===== src/rtl/ps2_mouse_init_sequencer_if.sv =====
// Signal bundle between the PS/2 mouse init sequencer, the PS2_Controller
// (command/receive side) and the cursor/button tracker.
// master = sequencer side, slave = controller/tracker side.
// Optional build macro MOUSE_WHEEL_EN adds the Z-movement byte pkt_byte4.
interface ps2_mouse_init_sequencer_if;
  logic [7:0] cmd_data;
  logic       cmd_send;
  logic       cmd_sent;
  logic       cmd_timeout;
  logic [7:0] rx_data;
  logic       rx_valid;
  logic [7:0] pkt_byte1;
  logic [7:0] pkt_byte2;
  logic [7:0] pkt_byte3;
`ifdef MOUSE_WHEEL_EN
  logic [7:0] pkt_byte4;
`endif
  logic       pkt_valid;
  logic       sync_err;
  logic       init_done;
  logic       init_fail;
  logic [1:0] retry_cnt;

`ifdef MOUSE_WHEEL_EN
  modport master (input  cmd_sent, cmd_timeout, rx_data, rx_valid,
                  output cmd_data, cmd_send, pkt_byte1, pkt_byte2, pkt_byte3, pkt_byte4,
                         pkt_valid, sync_err, init_done, init_fail, retry_cnt);
  modport slave  (output cmd_sent, cmd_timeout, rx_data, rx_valid,
                  input  cmd_data, cmd_send, pkt_byte1, pkt_byte2, pkt_byte3, pkt_byte4,
                         pkt_valid, sync_err, init_done, init_fail, retry_cnt);
`else
  modport master (input  cmd_sent, cmd_timeout, rx_data, rx_valid,
                  output cmd_data, cmd_send, pkt_byte1, pkt_byte2, pkt_byte3,
                         pkt_valid, sync_err, init_done, init_fail, retry_cnt);
  modport slave  (output cmd_sent, cmd_timeout, rx_data, rx_valid,
                  input  cmd_data, cmd_send, pkt_byte1, pkt_byte2, pkt_byte3,
                         pkt_valid, sync_err, init_done, init_fail, retry_cnt);
`endif
endinterface


===== src/rtl/ps2_mouse_init_sequencer.sv =====
// PS/2 mouse bring-up sequencer: reset (FF), BAT/ID check, enable reporting
// (F4), then frames the stream into validated 3-byte packets with gap resync
// and hot-plug detection. Build macro MOUSE_WHEEL_EN adds the IntelliMouse
// knock, device-ID read and 4-byte wheel packets.
module ps2_mouse_init_sequencer #(
  parameter int RESP_TIMEOUT_CYC = 25000000,
  parameter int MAX_RETRIES      = 3,
  parameter int BYTE_GAP_CYC     = 100000
) (
  input  logic                       CLOCK_50,
  input  logic                       reset,
  ps2_mouse_init_sequencer_if.master bus
);

  typedef enum logic [3:0] {
    SEND_RST, WAIT_ACK1, WAIT_BAT, WAIT_ID, SEND_EN, WAIT_ACK2, RETRY, STREAM, FAIL
`ifdef MOUSE_WHEEL_EN
    , KNOCK_SEND, KNOCK_ACK, GET_ID
`endif
  } state_t;

  localparam logic [31:0] RESP_LAST = 32'(RESP_TIMEOUT_CYC - 1);
  localparam logic [31:0] GAP_LAST  = 32'(BYTE_GAP_CYC - 1);

  state_t      r_state, w_state_next, w_ack_fwd, w_ack_back;
  logic        r_resent, w_resent_next;
  logic [31:0] r_resp_tmr, r_gap_tmr;
  logic        r_cmd_send;
  logic [7:0]  r_cmd_data, w_cmd_byte;
  logic [1:0]  r_retry_cnt, r_idx;
  logic [7:0]  r_b1, r_b2, r_pkt1, r_pkt2, r_pkt3;
  logic        r_pkt_valid, r_sync_err, r_hp_armed;
  logic        w_in_send, w_in_wait, w_state_chg, w_done, w_abort;
  logic        w_resp_exp, w_hotplug, w_gap_exp, w_last_byte;
`ifdef MOUSE_WHEEL_EN
  logic [2:0]  r_knock, w_knock_next;
  logic        r_wheel;
  logic [7:0]  r_b3, r_pkt4;

  // Knock sequence: F3,C8 / F3,64 / F3,50 / F2 (index 6 is the ID request).
  function automatic logic [7:0] knock_byte(input logic [2:0] i);
    case (i)
      3'd1:    return 8'hC8;
      3'd3:    return 8'h64;
      3'd5:    return 8'h50;
      3'd6:    return 8'hF2;
      default: return 8'hF3;
    endcase
  endfunction
`endif

  // Classify the current state and pick the command byte it transmits.
  always_comb begin
    w_in_send  = (r_state == SEND_RST) || (r_state == SEND_EN);
    w_in_wait  = (r_state == WAIT_ACK1) || (r_state == WAIT_BAT) ||
                 (r_state == WAIT_ID)   || (r_state == WAIT_ACK2);
    w_cmd_byte = (r_state == SEND_EN) ? 8'hF4 : 8'hFF;
`ifdef MOUSE_WHEEL_EN
    if (r_state == KNOCK_SEND) begin
      w_in_send  = 1'b1;
      w_cmd_byte = knock_byte(r_knock);
    end
    if ((r_state == KNOCK_ACK) || (r_state == GET_ID)) w_in_wait = 1'b1;
    w_last_byte = r_wheel ? (r_idx == 2'd3) : (r_idx == 2'd2);
`else
    w_last_byte = (r_idx == 2'd2);
`endif
  end

  // A handshake only completes while the request is actually on the wire.
  assign w_done      = r_cmd_send & bus.cmd_sent;
  assign w_abort     = r_cmd_send & bus.cmd_timeout;
  assign w_resp_exp  = w_in_wait && (r_resp_tmr == RESP_LAST);
  assign w_hotplug   = (r_state == STREAM) && bus.rx_valid && r_hp_armed && (bus.rx_data == 8'h00);
  assign w_gap_exp   = (r_state == STREAM) && !bus.rx_valid && (r_idx != 2'd0) && (r_gap_tmr == GAP_LAST);
  assign w_state_chg = (w_state_next != r_state);

  // Next-state logic; an FE reply may resend the same command once per state.
  always_comb begin
    w_state_next  = r_state;
    w_resent_next = r_resent;
    w_ack_fwd     = WAIT_BAT;
    w_ack_back    = SEND_RST;
`ifdef MOUSE_WHEEL_EN
    w_knock_next  = r_knock;
    if (r_state == KNOCK_ACK) begin
      w_ack_fwd  = (r_knock == 3'd6) ? GET_ID : KNOCK_SEND;
      w_ack_back = KNOCK_SEND;
    end
`endif
    if (r_state == WAIT_ACK2) begin
      w_ack_fwd  = STREAM;
      w_ack_back = SEND_EN;
    end
    case (r_state)
      SEND_RST, SEND_EN: begin
        if (w_done)       w_state_next = (r_state == SEND_RST) ? WAIT_ACK1 : WAIT_ACK2;
        else if (w_abort) w_state_next = RETRY;
      end
`ifdef MOUSE_WHEEL_EN
      KNOCK_SEND: begin
        if (w_done)       w_state_next = KNOCK_ACK;
        else if (w_abort) w_state_next = RETRY;
      end
      GET_ID: begin
        if (bus.rx_valid)    w_state_next = SEND_EN;
        else if (w_resp_exp) w_state_next = RETRY;
      end
`endif
      WAIT_ACK1, WAIT_ACK2
`ifdef MOUSE_WHEEL_EN
      , KNOCK_ACK
`endif
      : begin
        if (bus.rx_valid) begin
          if (bus.rx_data == 8'hFA) begin
            w_state_next  = w_ack_fwd;
            w_resent_next = 1'b0;
`ifdef MOUSE_WHEEL_EN
            if ((r_state == KNOCK_ACK) && (r_knock != 3'd6)) w_knock_next = r_knock + 3'd1;
`endif
          end else if ((bus.rx_data == 8'hFE) && !r_resent) begin
            w_state_next  = w_ack_back;
            w_resent_next = 1'b1;
          end else begin
            w_state_next = RETRY;
          end
        end else if (w_resp_exp) begin
          w_state_next = RETRY;
        end
      end
      WAIT_BAT: begin
        if (bus.rx_valid)    w_state_next = (bus.rx_data == 8'hAA) ? WAIT_ID : RETRY;
        else if (w_resp_exp) w_state_next = RETRY;
      end
      WAIT_ID: begin
        if (bus.rx_valid) begin
`ifdef MOUSE_WHEEL_EN
          w_state_next = (bus.rx_data == 8'h00) ? KNOCK_SEND : RETRY;
          w_knock_next = 3'd0;
`else
          w_state_next = (bus.rx_data == 8'h00) ? SEND_EN : RETRY;
`endif
        end else if (w_resp_exp) begin
          w_state_next = RETRY;
        end
      end
      RETRY: begin
        w_resent_next = 1'b0;
        w_state_next  = (({30'd0, r_retry_cnt} + 32'd1) == 32'(MAX_RETRIES)) ? FAIL : SEND_RST;
      end
      STREAM:  if (w_hotplug) w_state_next = SEND_EN;
      FAIL:    w_state_next = FAIL;
      default: w_state_next = SEND_RST;
    endcase
  end

  // State register and resend-once flag.
  always_ff @(posedge CLOCK_50) begin
    if (reset) begin
      r_state  <= SEND_RST;
      r_resent <= 1'b0;
    end else begin
      r_state  <= w_state_next;
      r_resent <= w_resent_next;
    end
  end

`ifdef MOUSE_WHEEL_EN
  // Knock progress and wheel mode latched from the device ID.
  always_ff @(posedge CLOCK_50) begin
    if (reset) begin
      r_knock <= 3'd0;
      r_wheel <= 1'b0;
    end else begin
      r_knock <= w_knock_next;
      if ((r_state == GET_ID) && bus.rx_valid) r_wheel <= (bus.rx_data == 8'h03);
    end
  end
`endif

  // Command request: rises the cycle after a SEND state is entered and
  // drops the cycle after the controller reports sent/timeout.
  always_ff @(posedge CLOCK_50) begin
    if (reset) begin
      r_cmd_send <= 1'b0;
      r_cmd_data <= 8'h00;
    end else begin
      r_cmd_send <= w_in_send && !w_state_chg;
      if (w_in_send) r_cmd_data <= w_cmd_byte;
    end
  end

  // Attempt counter: charged in RETRY, cleared on reaching STREAM.
  always_ff @(posedge CLOCK_50) begin
    if (reset)                                         r_retry_cnt <= 2'd0;
    else if (r_state == RETRY)                         r_retry_cnt <= r_retry_cnt + 2'd1;
    else if (w_state_chg && (w_state_next == STREAM)) r_retry_cnt <= 2'd0;
  end

  // Response timer: restarts on every state entry and every received byte.
  always_ff @(posedge CLOCK_50) begin
    if (reset || w_state_chg || bus.rx_valid) r_resp_tmr <= 32'd0;
    else if (w_in_wait)                       r_resp_tmr <= r_resp_tmr + 32'd1;
    else                                      r_resp_tmr <= 32'd0;
  end

  // Packet framer with bit3 alignment check, gap resync and hot-plug arming.
  always_ff @(posedge CLOCK_50) begin
    if (reset) begin
      r_idx       <= 2'd0;
      r_gap_tmr   <= 32'd0;
      r_hp_armed  <= 1'b0;
      r_b1        <= 8'h00;
      r_b2        <= 8'h00;
      r_pkt1      <= 8'h00;
      r_pkt2      <= 8'h00;
      r_pkt3      <= 8'h00;
      r_pkt_valid <= 1'b0;
      r_sync_err  <= 1'b0;
`ifdef MOUSE_WHEEL_EN
      r_b3        <= 8'h00;
      r_pkt4      <= 8'h00;
`endif
    end else begin
      r_pkt_valid <= 1'b0;
      r_sync_err  <= 1'b0;
      if (r_state != STREAM) begin
        r_idx      <= 2'd0;
        r_gap_tmr  <= 32'd0;
        r_hp_armed <= 1'b0;
      end else if (bus.rx_valid) begin
        r_gap_tmr  <= 32'd0;
        r_hp_armed <= 1'b0;
        if (w_hotplug) begin
          r_idx <= 2'd0;
        end else if (r_idx == 2'd0) begin
          if (bus.rx_data[3]) begin
            r_b1       <= bus.rx_data;
            r_idx      <= 2'd1;
            r_hp_armed <= (bus.rx_data == 8'hAA);
          end else begin
            r_sync_err <= 1'b1;
          end
        end else if (w_last_byte) begin
          r_pkt1      <= r_b1;
          r_pkt2      <= r_b2;
          r_idx       <= 2'd0;
          r_pkt_valid <= 1'b1;
`ifdef MOUSE_WHEEL_EN
          if (r_wheel) begin
            r_pkt3 <= r_b3;
            r_pkt4 <= bus.rx_data;
          end else begin
            r_pkt3 <= bus.rx_data;
            r_pkt4 <= 8'h00;
          end
`else
          r_pkt3 <= bus.rx_data;
`endif
        end else begin
          if (r_idx == 2'd1) r_b2 <= bus.rx_data;
`ifdef MOUSE_WHEEL_EN
          else r_b3 <= bus.rx_data;
`endif
          r_idx <= r_idx + 2'd1;
        end
      end else if (w_gap_exp) begin
        r_idx      <= 2'd0;
        r_gap_tmr  <= 32'd0;
        r_hp_armed <= 1'b0;
        r_sync_err <= 1'b1;
      end else if (r_idx != 2'd0) begin
        r_gap_tmr <= r_gap_tmr + 32'd1;
      end
    end
  end

  assign bus.cmd_send  = r_cmd_send;
  assign bus.cmd_data  = r_cmd_data;
  assign bus.pkt_byte1 = r_pkt1;
  assign bus.pkt_byte2 = r_pkt2;
  assign bus.pkt_byte3 = r_pkt3;
`ifdef MOUSE_WHEEL_EN
  assign bus.pkt_byte4 = r_pkt4;
`endif
  assign bus.pkt_valid = r_pkt_valid;
  assign bus.sync_err  = r_sync_err;
  assign bus.init_done = (r_state == STREAM);
  assign bus.init_fail = (r_state == FAIL);
  assign bus.retry_cnt = r_retry_cnt;

endmodule


===== src/flat_wrapper.sv =====
// flat-port wrapper written by rule: the top's interface ports become plain ports
module ps2_mouse_init_sequencer_flat 
#(
  parameter int RESP_TIMEOUT_CYC = 25000000,
  parameter int MAX_RETRIES      = 3,
  parameter int BYTE_GAP_CYC     = 100000
)
  (CLOCK_50, reset, bus_cmd_sent, bus_cmd_timeout, bus_rx_data, bus_rx_valid, bus_cmd_data, bus_cmd_send, bus_pkt_byte1, bus_pkt_byte2, bus_pkt_byte3, bus_pkt_valid, bus_sync_err, bus_init_done, bus_init_fail, bus_retry_cnt);
  ps2_mouse_init_sequencer_if bus_i ();
  input  logic CLOCK_50;
  input  logic reset;
  input wire logic [$bits(bus_i.cmd_sent)-1:0] bus_cmd_sent;
  input wire logic [$bits(bus_i.cmd_timeout)-1:0] bus_cmd_timeout;
  input wire logic [$bits(bus_i.rx_data)-1:0] bus_rx_data;
  input wire logic [$bits(bus_i.rx_valid)-1:0] bus_rx_valid;
  output wire logic [$bits(bus_i.cmd_data)-1:0] bus_cmd_data;
  output wire logic [$bits(bus_i.cmd_send)-1:0] bus_cmd_send;
  output wire logic [$bits(bus_i.pkt_byte1)-1:0] bus_pkt_byte1;
  output wire logic [$bits(bus_i.pkt_byte2)-1:0] bus_pkt_byte2;
  output wire logic [$bits(bus_i.pkt_byte3)-1:0] bus_pkt_byte3;
  output wire logic [$bits(bus_i.pkt_valid)-1:0] bus_pkt_valid;
  output wire logic [$bits(bus_i.sync_err)-1:0] bus_sync_err;
  output wire logic [$bits(bus_i.init_done)-1:0] bus_init_done;
  output wire logic [$bits(bus_i.init_fail)-1:0] bus_init_fail;
  output wire logic [$bits(bus_i.retry_cnt)-1:0] bus_retry_cnt;
  assign bus_i.cmd_sent = bus_cmd_sent;
  assign bus_i.cmd_timeout = bus_cmd_timeout;
  assign bus_i.rx_data = bus_rx_data;
  assign bus_i.rx_valid = bus_rx_valid;
  assign bus_cmd_data = bus_i.cmd_data;
  assign bus_cmd_send = bus_i.cmd_send;
  assign bus_pkt_byte1 = bus_i.pkt_byte1;
  assign bus_pkt_byte2 = bus_i.pkt_byte2;
  assign bus_pkt_byte3 = bus_i.pkt_byte3;
  assign bus_pkt_valid = bus_i.pkt_valid;
  assign bus_sync_err = bus_i.sync_err;
  assign bus_init_done = bus_i.init_done;
  assign bus_init_fail = bus_i.init_fail;
  assign bus_retry_cnt = bus_i.retry_cnt;
  ps2_mouse_init_sequencer #(.RESP_TIMEOUT_CYC(RESP_TIMEOUT_CYC), .MAX_RETRIES(MAX_RETRIES), .BYTE_GAP_CYC(BYTE_GAP_CYC)) u_core (.CLOCK_50(CLOCK_50), .reset(reset), .bus(bus_i));
endmodule

===== config.mk =====
export PLATFORM = sky130hd
export DESIGN_NAME = ps2_mouse_init_sequencer_flat
export DESIGN_NICKNAME = d
export VERILOG_FILES = /design/src/rtl/ps2_mouse_init_sequencer_if.sv /design/src/rtl/ps2_mouse_init_sequencer.sv /design/src/flat_wrapper.sv
export SDC_FILE = /design/constraint.sdc
export NUM_CORES = 1
export LEC_CHECK = 0
export ABC_AREA = 1
export ABC_CLOCK_PERIOD_IN_PS = 2300
export BUFFER_PORTS_ARGS = -buffer_cell sky130_fd_sc_hd__buf_2
export CORE_ASPECT_RATIO = 0.8
export CORE_MARGIN = 4
export CORE_UTILIZATION = 49
export DETAILED_ROUTE_END_ITERATION = 10
export PLACE_DENSITY = 0.73
export SYNTH_ARGS = -nofsm -noshare
export SYNTH_HDL_FRONTEND = slang
export SYNTH_SLANG_ARGS = --single-unit

===== constraint.sdc =====
create_clock -name CLOCK_50 -period 2.3 [get_ports CLOCK_50]
set_input_delay 0.115 -clock CLOCK_50 [delete_from_list [all_inputs] [get_ports CLOCK_50]]
set_output_delay 0.115 -clock CLOCK_50 [all_outputs]
set_load 0.02 [all_outputs]

==> run_results.csv <==
group,metric,value,unit
synthesis,ys_seq_area_share,41.4,%
route,drc,0,
setup_path,criticalPathCategory,"register to register",
final_layout,syn_to_final_growth,22.7,%
synthesis,syn-cell-area,5750,µm²
setup_path,critPathBufInv,1,
power_and_ir_drop,fin_total_pwr,5.97,mW
grt,busiest_layer,"met1",
setup_path,endpoint_kind,"register",
final_layout,n_fill_cell,1007,
final_layout,drive_gt1_share,20.6,%
timing,skew,9.22,ps
final_layout,register_area,2400,µm²
setup_path,r2r_end,"u_core.r_resp_tmr[2]",
synthesis,synthTopCellsByCount,"nand2_1 (143), inv_1 (127), dfxtp_1 (119), nor2_1 (110), a21oi_1 (67)",
setup_path,worstPathMaxFanout,8,
floorplan,dieWidth,129,µm
power_and_ir_drop,static-leakage-power,2.63,nW
timing,fin_setup_tns,0,ps
synthesis,ys_warn_count,0,
timing,tightest_slew,789,ps
grt,gr-usage-met3,4.60,%
synthesis,ys_ff_latch,119,
floorplan,core,11500,µm²
cts,clk_pin_slew,60,ps
synthesis,synth_top_area_share,41.4,%
timing,period_share,99.5,%
cts,clock_latency,410,ps
timing,hold_viol,0,
synthesis,synth_top_area_cell,"dfxtp_1",
setup_path,crit_path_cell_trace,"ha_4, nand2_4, nor2_4, nand2_2, nor2_4, nand3_2, nand2_1, nand2_1, nand2_2, nand2_2, nand2_1, nand2_1, nor2_2, nand2_2, nor2_4, nand2_4, buf_12, nor3_1",
hold_path,hp-start,"bus_rx_data[3]",
cts,ctsHoldBuffers,0,
grt,grt.met1_usage,28.2,%
cts,clock_sinks,119,
floorplan,num_io_pins,52,
cts,htreeDepth,4,
timing,report.final.slew_viol_count,0,
cts,tritoncts,"built",
synthesis,synth_most_common_cell,"nand2_1",
route,avgRoutedWirePerCell,12.8,µm
route,vias,5379,
timing,finalSetupViolations,0,
run_status,outcome,"finished clean",
synthesis,avgSynthCellArea,7.02,µm²
placed_design,port_buffers,51,
synthesis,async_reset_ff_share,0,%
floorplan,start_util,50.0,%
route,drtIter0Drc,447,
grt,antenna_found_initial,0,
setup_path,startpoint_type,"register",
cts,clockRootBuffer,"clkbuf_16",
setup_path,crit_family,"simple AND/OR/NAND/NOR gates",
timing,relSlewSlack,47.3,%
grt,grt_overflow,0,
synthesis,synth-edff-count,0,
power_and_ir_drop,vdd_ir_drop_max,0.000610,V
setup_path,max_stage_delay,370,ps
synthesis,yosysUniqueCellTypes,38,
grt,grt_start_max_net_pins,42,
cts,cts_buffer_depth,2,
power_and_ir_drop,power.density,846,nW/µm²
hold_path,min_to,"u_core.r_b2[3]",
placed_design,place_hpwl,8.51,mm
hold_path,worstHoldPathCells,3,
route,viasPerCell,5.15,
timing,fmax,437,MHz
route,routed_wl,13.3,mm
setup_path,r2r_start,"u_core.r_resp_tmr[0]",
setup_path,cp.arrival,2620,ps
placed_design,globalplace.congestion,0.896,
setup_path,worstPathRequired,2630,ps
synthesis,syn_nets,836,
setup_path,regToRegSetupSlack,10,ps
route,drtPass1Iterations,5,
grt,grt_use_met2,26.8,%
synthesis,synth-main-ff-cell,"dfxtp_1",
synthesis,synth_cells,820,
setup_path,critPathSlowestCell,"dfxtp_4",
final_layout,multi_input_area,2840,µm²
floorplan,die_h,105,µm
floorplan,dieArea,13500,µm²
flow_run,drv_cap,0,
hold_path,hold_path.class,"input pin to register",
synthesis,yosys-top-cells-area,"dfxtp_1 (41%), nand2_1 (9.3%), inv_1 (8.3%)",
floorplan,row_count,35,
timing,min_period,2290,ps
grt,grtUsageTotal,19.0,%
route,ant_nets,0,
grt,grt_pass1_vias,4585,
final_layout,antenna_cells,0,
setup_path,r2r_cells,18,
grt,grt_pass1_wl,21.2,mm
final_layout,fin_nets,900,
cts,numCtsBuffers,17,
[worst register-to-register path, delay by kind of cell (launching register included)]
kind,cells,cell delay [ps]
fa+ha+maj,1,150
buf+inv,1,170
flops,1,370
simple gates,16,1540
[layer usage]
layer  routed length [µm]  vias to the layer above
met5                    0                        -
met4                  182                        0
met3                  795                       18
met2                 5870                      161
met1                 6480                     2434
li1                     -                     2766
[registers in the layout (all words and copies together), names as in the netlist]
name	cells
u_core.bus.cmd_data	2
u_core.bus.cmd_send	1
u_core.bus.pkt_byte1	8
u_core.bus.pkt_byte2	8
u_core.bus.pkt_byte3	8
u_core.bus.pkt_valid	1
u_core.bus.retry_cnt	2
u_core.bus.sync_err	1
u_core.r_b1	8
u_core.r_b2	8
u_core.r_gap_tmr	32
u_core.r_hp_armed	1
u_core.r_idx	2
u_core.r_resent	1
u_core.r_resp_tmr	32
u_core.r_state	4
[worst max path at each step]
stage | startpoint | to | slack, ps | cells past startpoint
finish | u_core.r_resp_tmr[0] | u_core.r_resp_tmr[2] | 10 | 18
global route | u_core.r_resp_tmr[0] | u_core.r_resp_tmr[2] | -130 | 18
CTS | u_core.r_resp_tmr[0] | u_core.r_resp_tmr[2] | 70 | 18
detailed placement | u_core.r_state[0] | u_core.r_resp_tmr[2] | 120 | 15
global placement | u_core.r_gap_tmr[7] | u_core.r_gap_tmr[30] | 160 | 10
floorplan | u_core.r_resp_tmr[0] | u_core.r_resp_tmr[22] | 330 | 18
[per-stage QoR]
stage / utilization [%] / setup slack, ps / std cells / hold WS (ps) / instance area, µm²
floorplan: - / 331 / 820 / 276 / 5750
global placement: 53.5 / 157 / 1006 / 426 / 6160
detailed placement: 53.5 / 120 / 1006 / 434 / 6160
CTS: 59.3 / 73.5 / 1038 / 7.66 / 6830
global route: 61.3 / -131 / 1045 / 27.6 / 7060
finish: 61.3 / 12.2 / 1045 / 15.8 / 7060
[where the power goes]
part	total [mW]	internal, mW	switching, mW	leakage [nW]
registers	2.16	2.10	0.0511	0.964
logic	0.829	0.317	0.512	1.34
clock network	2.99	1.95	1.03	0.322
[placed cells by master (no fill, tap or decap), types with 4 or more instances in the layout]
cell type,instances
nand2_2,7
nand3_1,39
nor2_1,102
xnor2_1,6
clkinv_4,4
or2_2,5
nor2_2,10
nand2_1,136
nor2_4,5
buf_2,51
nor3_1,27
bufinv_16,5
dfxtp_1,110
o21ai_0,51
nor3_2,18
clkbuf_16,19
xor2_1,14
dfxtp_2,7
inv_1,120
nor4_1,6
o21a_1,4
buf_4,18
inv_2,11
a21oi_1,67
nand4_1,17
[cells by family (layout without fill, tap and decap cells)]
logic type               after synthesis  after routing  synth area share [%]
flip-flops                           119            119                  41.4
adder cells (fa/ha/maj)                3              3                 0.653
AO/OA/AOI/OAI                        133            133                  12.4
buffers and inverters                160            237                  11.4
AND/OR/NAND/NOR                      385            385                  31.1
XOR/XNOR                              20             20                  3.04
[area by class of cell]
cell class | count | share of cell area, %
Sequential cell | 119 | 34.0
Tap cell | 148 | 2.62
Multi-Input combinational cell | 541 | 40.3
Clock buffer | 17 | 6.02
Timing Repair Buffer | 73 | 6.68
Inverter | 132 | 7.02
Clock inverter | 15 | 3.42
[timing repair]
action | 4_1_cts | 5_1_grt
endpoints found under the setup margin | 0 | 53
endpoints found under the hold margin | 0 | 0
setup buffers | 0 | 4
gates resized for setup | 0 | 48
Note: power is estimated with default switching activity, not from simulation.
